==> src/rtl/hilo_muldiv_ctrl.sv <==
// hilo_muldiv_ctrl: sequencer for the HI/LO register pair.
// Handles MULT/MULTU (one latched cycle), DIV/DIVU (WIDTH-step restoring
// divide), and MTHI/MTLO (same-cycle write). Stalls the pipeline while busy.
// Ports:
//   clk, rst          clock, synchronous active-high reset
//   start, op, a, b   EX-stage request: opcode and rs/rt operands
//   flush             abort any operation, no write
//   stall             hold IF..EX this cycle
//   hi_wdata/lo_wdata HI/LO write data (0 when no strobe)
//   hilo_we/hi_we/lo_we  mutually exclusive write strobes
//   busy              sequencer not in IDLE
module hilo_muldiv_ctrl #(
    parameter int unsigned WIDTH = 32
) (
    input  logic             clk,
    input  logic             rst,
    input  logic             start,
    input  logic [2:0]       op,
    input  logic [WIDTH-1:0] a,
    input  logic [WIDTH-1:0] b,
    input  logic             flush,
    output logic             stall,
    output logic [WIDTH-1:0] hi_wdata,
    output logic [WIDTH-1:0] lo_wdata,
    output logic             hilo_we,
    output logic             hi_we,
    output logic             lo_we,
    output logic             busy
);

    localparam int unsigned CW = $clog2(WIDTH) + 1;

    localparam logic [2:0] OP_NONE0 = 3'd0;
    localparam logic [2:0] OP_MULT  = 3'd1;
    localparam logic [2:0] OP_MULTU = 3'd2;
    localparam logic [2:0] OP_DIV   = 3'd3;
    localparam logic [2:0] OP_DIVU  = 3'd4;
    localparam logic [2:0] OP_MTHI  = 3'd5;
    localparam logic [2:0] OP_MTLO  = 3'd6;
    localparam logic [2:0] OP_NONE7 = 3'd7;

    typedef enum logic [1:0] {IDLE, MUL, DIV, DONE} state_t;

    state_t           state;
    logic [CW-1:0]    cnt;
    // opa: multiplicand, or dividend shifting out / quotient shifting in
    logic [WIDTH-1:0] opa;
    logic [WIDTH-1:0] opb;
    logic [WIDTH-1:0] rem;
    logic             mul_signed;
    logic             sign_q;
    logic             sign_r;

    logic             accept;
    logic [WIDTH-1:0] abs_a;
    logic [WIDTH-1:0] abs_b;
    logic [WIDTH:0]   trial;
    logic             ge;
    logic [WIDTH-1:0] rem_next;
    logic [2*WIDTH-1:0] ext_a;
    logic [2*WIDTH-1:0] ext_b;
    logic [2*WIDTH-1:0] prod;

    assign accept = (state == IDLE) && start && !flush &&
                    (op != OP_NONE0) && (op != OP_NONE7);

    // Magnitudes only for signed DIV; DIVU passes operands through
    assign abs_a = (op == OP_DIV && a[WIDTH-1]) ? -a : a;
    assign abs_b = (op == OP_DIV && b[WIDTH-1]) ? -b : b;

    // One restoring step: shift next dividend bit into the partial remainder
    assign trial    = {rem, opa[WIDTH-1]};
    assign ge       = trial >= {1'b0, opb};
    assign rem_next = ge ? (trial[WIDTH-1:0] - opb) : trial[WIDTH-1:0];

    assign ext_a = mul_signed ? {{WIDTH{opa[WIDTH-1]}}, opa} : {{WIDTH{1'b0}}, opa};
    assign ext_b = mul_signed ? {{WIDTH{opb[WIDTH-1]}}, opb} : {{WIDTH{1'b0}}, opb};
    assign prod  = ext_a * ext_b;

    assign busy = (state != IDLE);

    // Sequencer state and datapath registers
    always_ff @(posedge clk) begin
        if (rst) begin
            state      <= IDLE;
            cnt        <= '0;
            opa        <= '0;
            opb        <= '0;
            rem        <= '0;
            mul_signed <= 1'b0;
            sign_q     <= 1'b0;
            sign_r     <= 1'b0;
        end else if (flush) begin
            state <= IDLE;
            cnt   <= '0;
        end else begin
            unique case (state)
                IDLE: begin
                    if (accept) begin
                        if (op == OP_MULT || op == OP_MULTU) begin
                            opa        <= a;
                            opb        <= b;
                            mul_signed <= (op == OP_MULT);
                            state      <= MUL;
                        end else if (op == OP_DIV || op == OP_DIVU) begin
                            if (b == '0) begin
                                opa    <= '1;
                                rem    <= a;
                                sign_q <= 1'b0;
                                sign_r <= 1'b0;
                                state  <= DONE;
                            end else begin
                                opa    <= abs_a;
                                opb    <= abs_b;
                                rem    <= '0;
                                sign_q <= (op == OP_DIV) && (a[WIDTH-1] ^ b[WIDTH-1]);
                                sign_r <= (op == OP_DIV) && a[WIDTH-1];
                                cnt    <= CW'(WIDTH);
                                state  <= DIV;
                            end
                        end
                    end
                end
                MUL: state <= IDLE;
                DIV: begin
                    rem <= rem_next;
                    opa <= {opa[WIDTH-2:0], ge};
                    cnt <= cnt - CW'(1);
                    if (cnt == CW'(1)) begin
                        state <= DONE;
                    end
                end
                DONE: state <= IDLE;
                default: state <= IDLE;
            endcase
        end
    end

    // Strobes, data and stall; flush and reset silence everything
    always_comb begin
        stall    = 1'b0;
        hilo_we  = 1'b0;
        hi_we    = 1'b0;
        lo_we    = 1'b0;
        hi_wdata = '0;
        lo_wdata = '0;
        if (!rst && !flush) begin
            unique case (state)
                IDLE: begin
                    if (accept) begin
                        if (op == OP_MTHI) begin
                            hi_we    = 1'b1;
                            hi_wdata = a;
                        end else if (op == OP_MTLO) begin
                            lo_we    = 1'b1;
                            lo_wdata = a;
                        end else begin
                            stall = 1'b1;
                        end
                    end
                end
                MUL: begin
                    hilo_we  = 1'b1;
                    hi_wdata = prod[2*WIDTH-1:WIDTH];
                    lo_wdata = prod[WIDTH-1:0];
                end
                DIV: stall = 1'b1;
                DONE: begin
                    hilo_we  = 1'b1;
                    lo_wdata = sign_q ? -opa : opa;
                    hi_wdata = sign_r ? -rem : rem;
                end
                default: begin
                    stall = 1'b0;
                end
            endcase
        end
    end

endmodule

==> config.mk <==
export PLATFORM = sky130hd
export DESIGN_NAME = hilo_muldiv_ctrl
export DESIGN_NICKNAME = d
export VERILOG_FILES = /design/src/rtl/hilo_muldiv_ctrl.sv
export SDC_FILE = /design/constraint.sdc
export NUM_CORES = 2
export LEC_CHECK = 0
export BUFFER_PORTS_ARGS = -buffer_cell sky130_fd_sc_hd__buf_2
export CAP_MARGIN = 15
export CORE_UTILIZATION = 57
export CTS_CLUSTER_DIAMETER = 40
export CTS_CLUSTER_SIZE = 24
export DETAILED_ROUTE_END_ITERATION = 8
export GPL_TIMING_DRIVEN = 1
export PLACE_DENSITY = 0.74
export SETUP_SLACK_MARGIN = 0.05
export SYNTH_ARGS = -nofsm -noshare
export SYNTH_HDL_FRONTEND = slang
export SYNTH_SLANG_ARGS = --single-unit
==> constraint.sdc <==
create_clock -name clk -period 11.8 [get_ports clk]
set_input_delay 1.18 -clock clk [delete_from_list [all_inputs] [get_ports clk]]
set_output_delay 1.18 -clock clk [all_outputs]
set_load 0.01 [all_outputs]
Yosys cells after proc, flatten, opt, wreduce, memory -nomap -nowiden
Index checks and enable logic that the tools add are counted.
{"block": "word_totals", "inputBits": 71, "reg_bits": 107}
{"block": "op_classes", "multipliers": 1, "add_sub_neg": 6, "bitwise_logic": 3, "eq_ne": 18, "n_reduce_logical": 27, "order_cmp": 1, "mux": 58}
{"cell": "32-bit 2-to-1 mux", "count": 23}
{"cell": "32-bit one-hot mux with 3 select lines", "count": 2}
{"cell": "64-bit 2-to-1 mux", "count": 2}
{"cell": "32-bit negation", "count": 4}
{"cell": "32-bit one-hot mux with 2 select lines", "count": 2}
{"cell": "64-bit by 64-bit multiplier with 64-bit output", "count": 1}
{"cell": "33-bit by 32-bit >= comparator with 1-bit output", "count": 1}
{"cell": "32-bit zero test", "count": 1}
{"cell": "32-bit subtractor", "count": 1}
{"cell": "6-bit 2-to-1 mux", "count": 4}
{"cell": "5-bit AND reduction", "count": 4}
{"cell": "1-bit 2-to-1 mux", "count": 18}
{"cell": "6-bit one-hot mux with 2 select lines", "count": 1}
{"cell": "2-bit inequality test, second input constant", "count": 5}
{"cell": "3-bit == test, second input constant", "count": 3}
{"cell": "1-bit logical AND", "count": 8}
{"cell": "2-bit 2-to-1 mux", "count": 4}
{"cell": "4-bit AND reduction", "count": 2}
{"cell": "3-bit by 2-bit == test with 1-bit output, second input constant", "count": 2}
{"cell": "6-bit by 1-bit == test with 1-bit output, second input constant", "count": 1}
{"cell": "2-bit one-hot mux with 3 select lines", "count": 1}
{"cell": "2-bit nonzero test", "count": 3}
{"cell": "6-bit by 1-bit subtractor with 6-bit output, second input constant", "count": 1}
{"cell": "2-bit == test, second input constant", "count": 2}
{"cell": "other kinds (14)", "count": 18}

Depth between registers and ports, before layout
{"block": "depth", "word_depth": 8, "ltp_mapped": 35, "ltp_nobuf": 32}

Least setup slack after synthesis
No wires, ideal clock.
{"block": "synth_timing", "kind": "flip-flop to output port", "from": "register opa[31]", "to": "output hi_wdata[20]", "arrival_ps": 9359, "stages_incl_launch_ff": 31, "t_required_ps": 10620, "path_buffers": 3, "slack_ps": 1261, "path_cell_list": "dfxtp_1 > and2_1 > clkbuf_1 > clkbuf_1 > nand2_1 > fa_1 > inv_1 > fa_1 > fa_1 > inv_1 > fa_1 > inv_1 > fa_1 > fa_1 > fa_1 > fa_1 > fa_1 > inv_1 > fa_1 > inv_1 > ha_1 > clkbuf_1 > nand3_1 > or3_1 > or2_2 > o22a_1 > nand3_1 > a2bb2oi_1 > o21ai_0 > or3_1 > a31oi_1"}
{"block": "synth_between", "elab_chain_cells": 4}
{"item": "from (decl)", "line": "47", "source": "logic [WIDTH-1:0] opa;"}
{"item": "from (signal assigned)", "line": "113", "source": "opa <= abs_a;"}
{"item": "from (signal assigned)", "line": "127", "source": "opa <= {opa[WIDTH-2:0], ge};"}
{"item": "64-bit 2-to-1 mux", "line": "76", "source": "assign ext_a = mul_signed ? {{WIDTH{opa[WIDTH-1]}}, opa} : {{WIDTH{1'b0}}, opa};"}
{"item": "64-bit by 64-bit multiplier with 64-bit output", "line": "78", "source": "assign prod = ext_a * ext_b;"}
{"item": "32-bit one-hot mux with 3 select lines", "line": "148", "source": "unique case (state)"}
{"item": "32-bit 2-to-1 mux", "line": "147", "source": "if (!rst && !flush) begin"}
{"item": "to (decl)", "line": "23", "source": "output logic [WIDTH-1:0] hi_wdata,"}
Every way passes these cells.

Final worst setup path
{"block": "layout_timing", "from": "register opb[14]", "to": "output hi_wdata[27]"}
{"block": "layout_between", "elab_chain_cells": 4}
{"item": "from (decl)", "line": "48", "source": "logic [WIDTH-1:0] opb;"}
{"item": "from (signal assigned)", "line": "114", "source": "opb <= abs_b;"}
{"item": "64-bit 2-to-1 mux", "line": "77", "source": "assign ext_b = mul_signed ? {{WIDTH{opb[WIDTH-1]}}, opb} : {{WIDTH{1'b0}}, opb};"}
{"item": "64-bit by 64-bit multiplier with 64-bit output", "line": "78"}
{"item": "32-bit one-hot mux with 3 select lines", "line": "148"}
{"item": "32-bit 2-to-1 mux", "line": "147"}
Every way passes these cells.

==> flow_summary_export.csv <==
group,metric,value,unit
outcome,status,"complete, but fails checks",
outcome,violations,"DRC",
die,io_pins,140,
die,initial_utilization,57.8,%
yosys,syn_inst,6634,
sta,finalSetupTns,0,ps
yosys,ys_top_cells_by_area,"fa_1 50%, inv_1 10%, ha_1 7.6%",
yosys,synth_edf_count,0,
sta,fin_skew,15.8,ps
sta,finalSetupViolCount,0,
yosys,synth-main-ff-cell,"dfxtp_1",
power,p_leak,30.0,nW
yosys,synth.top_cell.area_share,49.7,%
power,powerDensity,34.7,mW/mm²
clock_network,cts_hold_buffers,0,
sta,layout_worst_path_cycle_share,97.5,%
placed_design,gp_congestion,1.06,
global_routing,grt_overflow,0,
placed_design,dpl.hpwl,171000,µm
critical_path,end_kind,"primary output",
global_routing,grt_max_degree,67,
sta,tightest_slew,1260,ps
final_layout,syn_to_final_growth,5.07,%
clock_network,cts_tree,"yes",
routing,vias_per_cell,6.04,
sta,fin_ws,296,ps
routing,drt_first_pass_iters,9,
yosys,syn_avg_cell_area,8.63,µm²
yosys,synth_area,0.0572,mm²
routing,drc,6,
critical_path,cp-start-kind,"flip-flop",
die,dieArea,0.102,mm²
yosys,yosys-top-cells-count,"1,595 x inv_1, 1,420 x fa_1, 786 x nor2_1, 636 x nand2_1, 347 x ha_1",
yosys,yosysTopAreaCell,"fa_1",
clock_network,path_clk_slew,80,ps
flow_run,maxCapViolations,0,
yosys,yosysWarningCount,0,
power,ir_drop,66.5,µV
placed_design,io_buffer_count,139,
yosys,yosysMostFrequentCell,"inv_1",
die,die_w,319,µm
sta,rsz0062_at_grt,"false",
yosys,synth_seq_area_share,3.74,%
critical_path,critPathMaxFanout,20,
critical_path,path_class,"reg -> out",
yosys,synth_cell_type_count,80,
yosys,syn_nets,8472,
placed_design,place_ws,615,ps
clock_network,cts_max_level,3,
global_routing,grtUsageTotal,41.6,%
routing,ant_nets,0,
clock_network,clk_latency,400,ps
die,die_h,319,µm
critical_path,worst_ep_arrival_time,10320,ps
final_layout,nets,8460,
die,fp.coreArea,0.0990,mm²
final_layout,fillers,8582,
routing,first_iter_violations,5239,
global_routing,grt_pass1_wl,310000,µm
yosys,synth-async-reset-ratio,0,%
routing,wirelength,206000,µm
sta,hold_viol,0,
sta,maxSlewViolCount,0,
global_routing,grt_antenna_before_repair,13,
critical_path,slowest_delay,1130,ps
worst_hold_path,min_path_type,"reg -> reg",
clock_network,cts_root_buffer,"clkbuf_16",
clock_network,cts_made_buffers,9,
clock_network,clkSinkCount,107,
die,core.rowCount,115,
critical_path,cp_common_cell,"fa_1",
clock_network,cts_buffer_depth,2,
sta,slew_headroom,15.5,%
routing,vias,47900,
routing,drt-wirelength-per-cell,26.0,µm
critical_path,slowest_stage,"dfxtp_1",
global_routing,grt_pass1_vias,49900,
final_layout,drive_gt1_share,6.31,%
sta,fmax,86.9,MHz
yosys,synth-seq-cells,107,
critical_path,cp.required,10620,ps
sta,min_period,11500,ps
## per-layer routing
layer	GRT usage, %	part of all wire [%]	vias up
met5	0	0.040	-
met4	26.3	7.8	12
met3	10.7	13	716
met2	62.9	44	2961
met1	53.5	36	24300
li1	-	-	19900
## report_power, final
part	total [mW]	internal [mW]	switching, mW	leakage (nW)
Combinational	1.35	0.415	0.930	29.0
Clock	0.327	0.148	0.179	0.144
Sequential	0.418	0.380	0.0377	0.872
## worst max-delay path, delay by kind of cell, from the launching register on
family,cells,cell delay (ps)
AND/OR/NAND/NOR,6,1570
flip-flops,1,1130
AO/OA/AOI/OAI,4,930
adder cells (fa/ha/maj),11,5710
buffers and inverters,6,580
## stage by stage
stage | power [mW] | hold slack [ps] | instance area [µm²] | util, % | instances
after detailed placement | 1.71 | 466 | 59700 | 60.3 | 7889
after CTS | 2.04 | 476 | 60000 | 60.6 | 7905
after floorplan | 1.20 | 477 | 57200 | - | 6634
after global placement | 1.70 | 446 | 59700 | 60.3 | 7888
final | 2.09 | 483 | 60100 | 60.8 | 7925
after global routing | 2.19 | 501 | 60100 | 60.7 | 7917
## logic make-up after synthesis
| kind of cell | Yosys count | share of synthesized area [%] |
|---|---|---|
| buf+inv | 1981 | 13.0 |
| fa+ha+maj | 1767 | 57.2 |
| simple gates | 1767 | 13.1 |
| compound gates | 744 | 8.77 |
| xor+xnor | 257 | 3.93 |
| flops | 107 | 3.74 |
| mux | 11 | 0.192 |
## worst paths after layout
check | startpoint | to | slack [ps] | cells past startpoint
hold / removal | sign_q | sign_q | 480 | 2
setup / recovery | opb[14] | hi_wdata[27] | 300 | 27
hold reg to reg | sign_q | sign_q | 480 | 2
setup reg to reg | opb[14] | rem[27] | 6150 | 12
## state kept, by name, summed over array words and instances (netlist names)
register and count:
sign_r 1, sign_q 1, opb 32, cnt 6, opa 32, mul_signed 1, state 2, rem 32
## layout make-up
class | count | area (µm²) | share of cell area, %
Multi-Input combinational cell | 4546 | 47700 | 79.4
Inverter | 1617 | 6080 | 10.1
Timing Repair Buffer | 341 | 2260 | 3.76
Sequential cell | 107 | 2150 | 3.57
Tap cell | 1287 | 1610 | 2.68
Clock buffer | 9 | 225 | 0.374
Clock inverter | 7 | 58.8 | 0.0978
Antenna cell | 11 | 27.5 | 0.0458
## timing repair
item | 4_1_cts | 5_1_grt
gates resized for setup | 0 | 15
endpoints found under the setup margin | 0 | 11
setup buffers | 0 | 8
## layout by cell type, fill, tap and decap left out, drive strengths merged, types with 37 or more instances in the layout
cell type     n
a211oi       82
a21o         44
a21oi       202
a221oi       41
and2         53
buf         341
dfxtp       107
fa         1420
ha          347
inv        1599
nand2       636
nand3        50
nor2        786
nor3         39
o21ai       102
o31ai        37
xnor2       186
xor2         71
No activity file was read; power rests on OpenSTA's default activity.
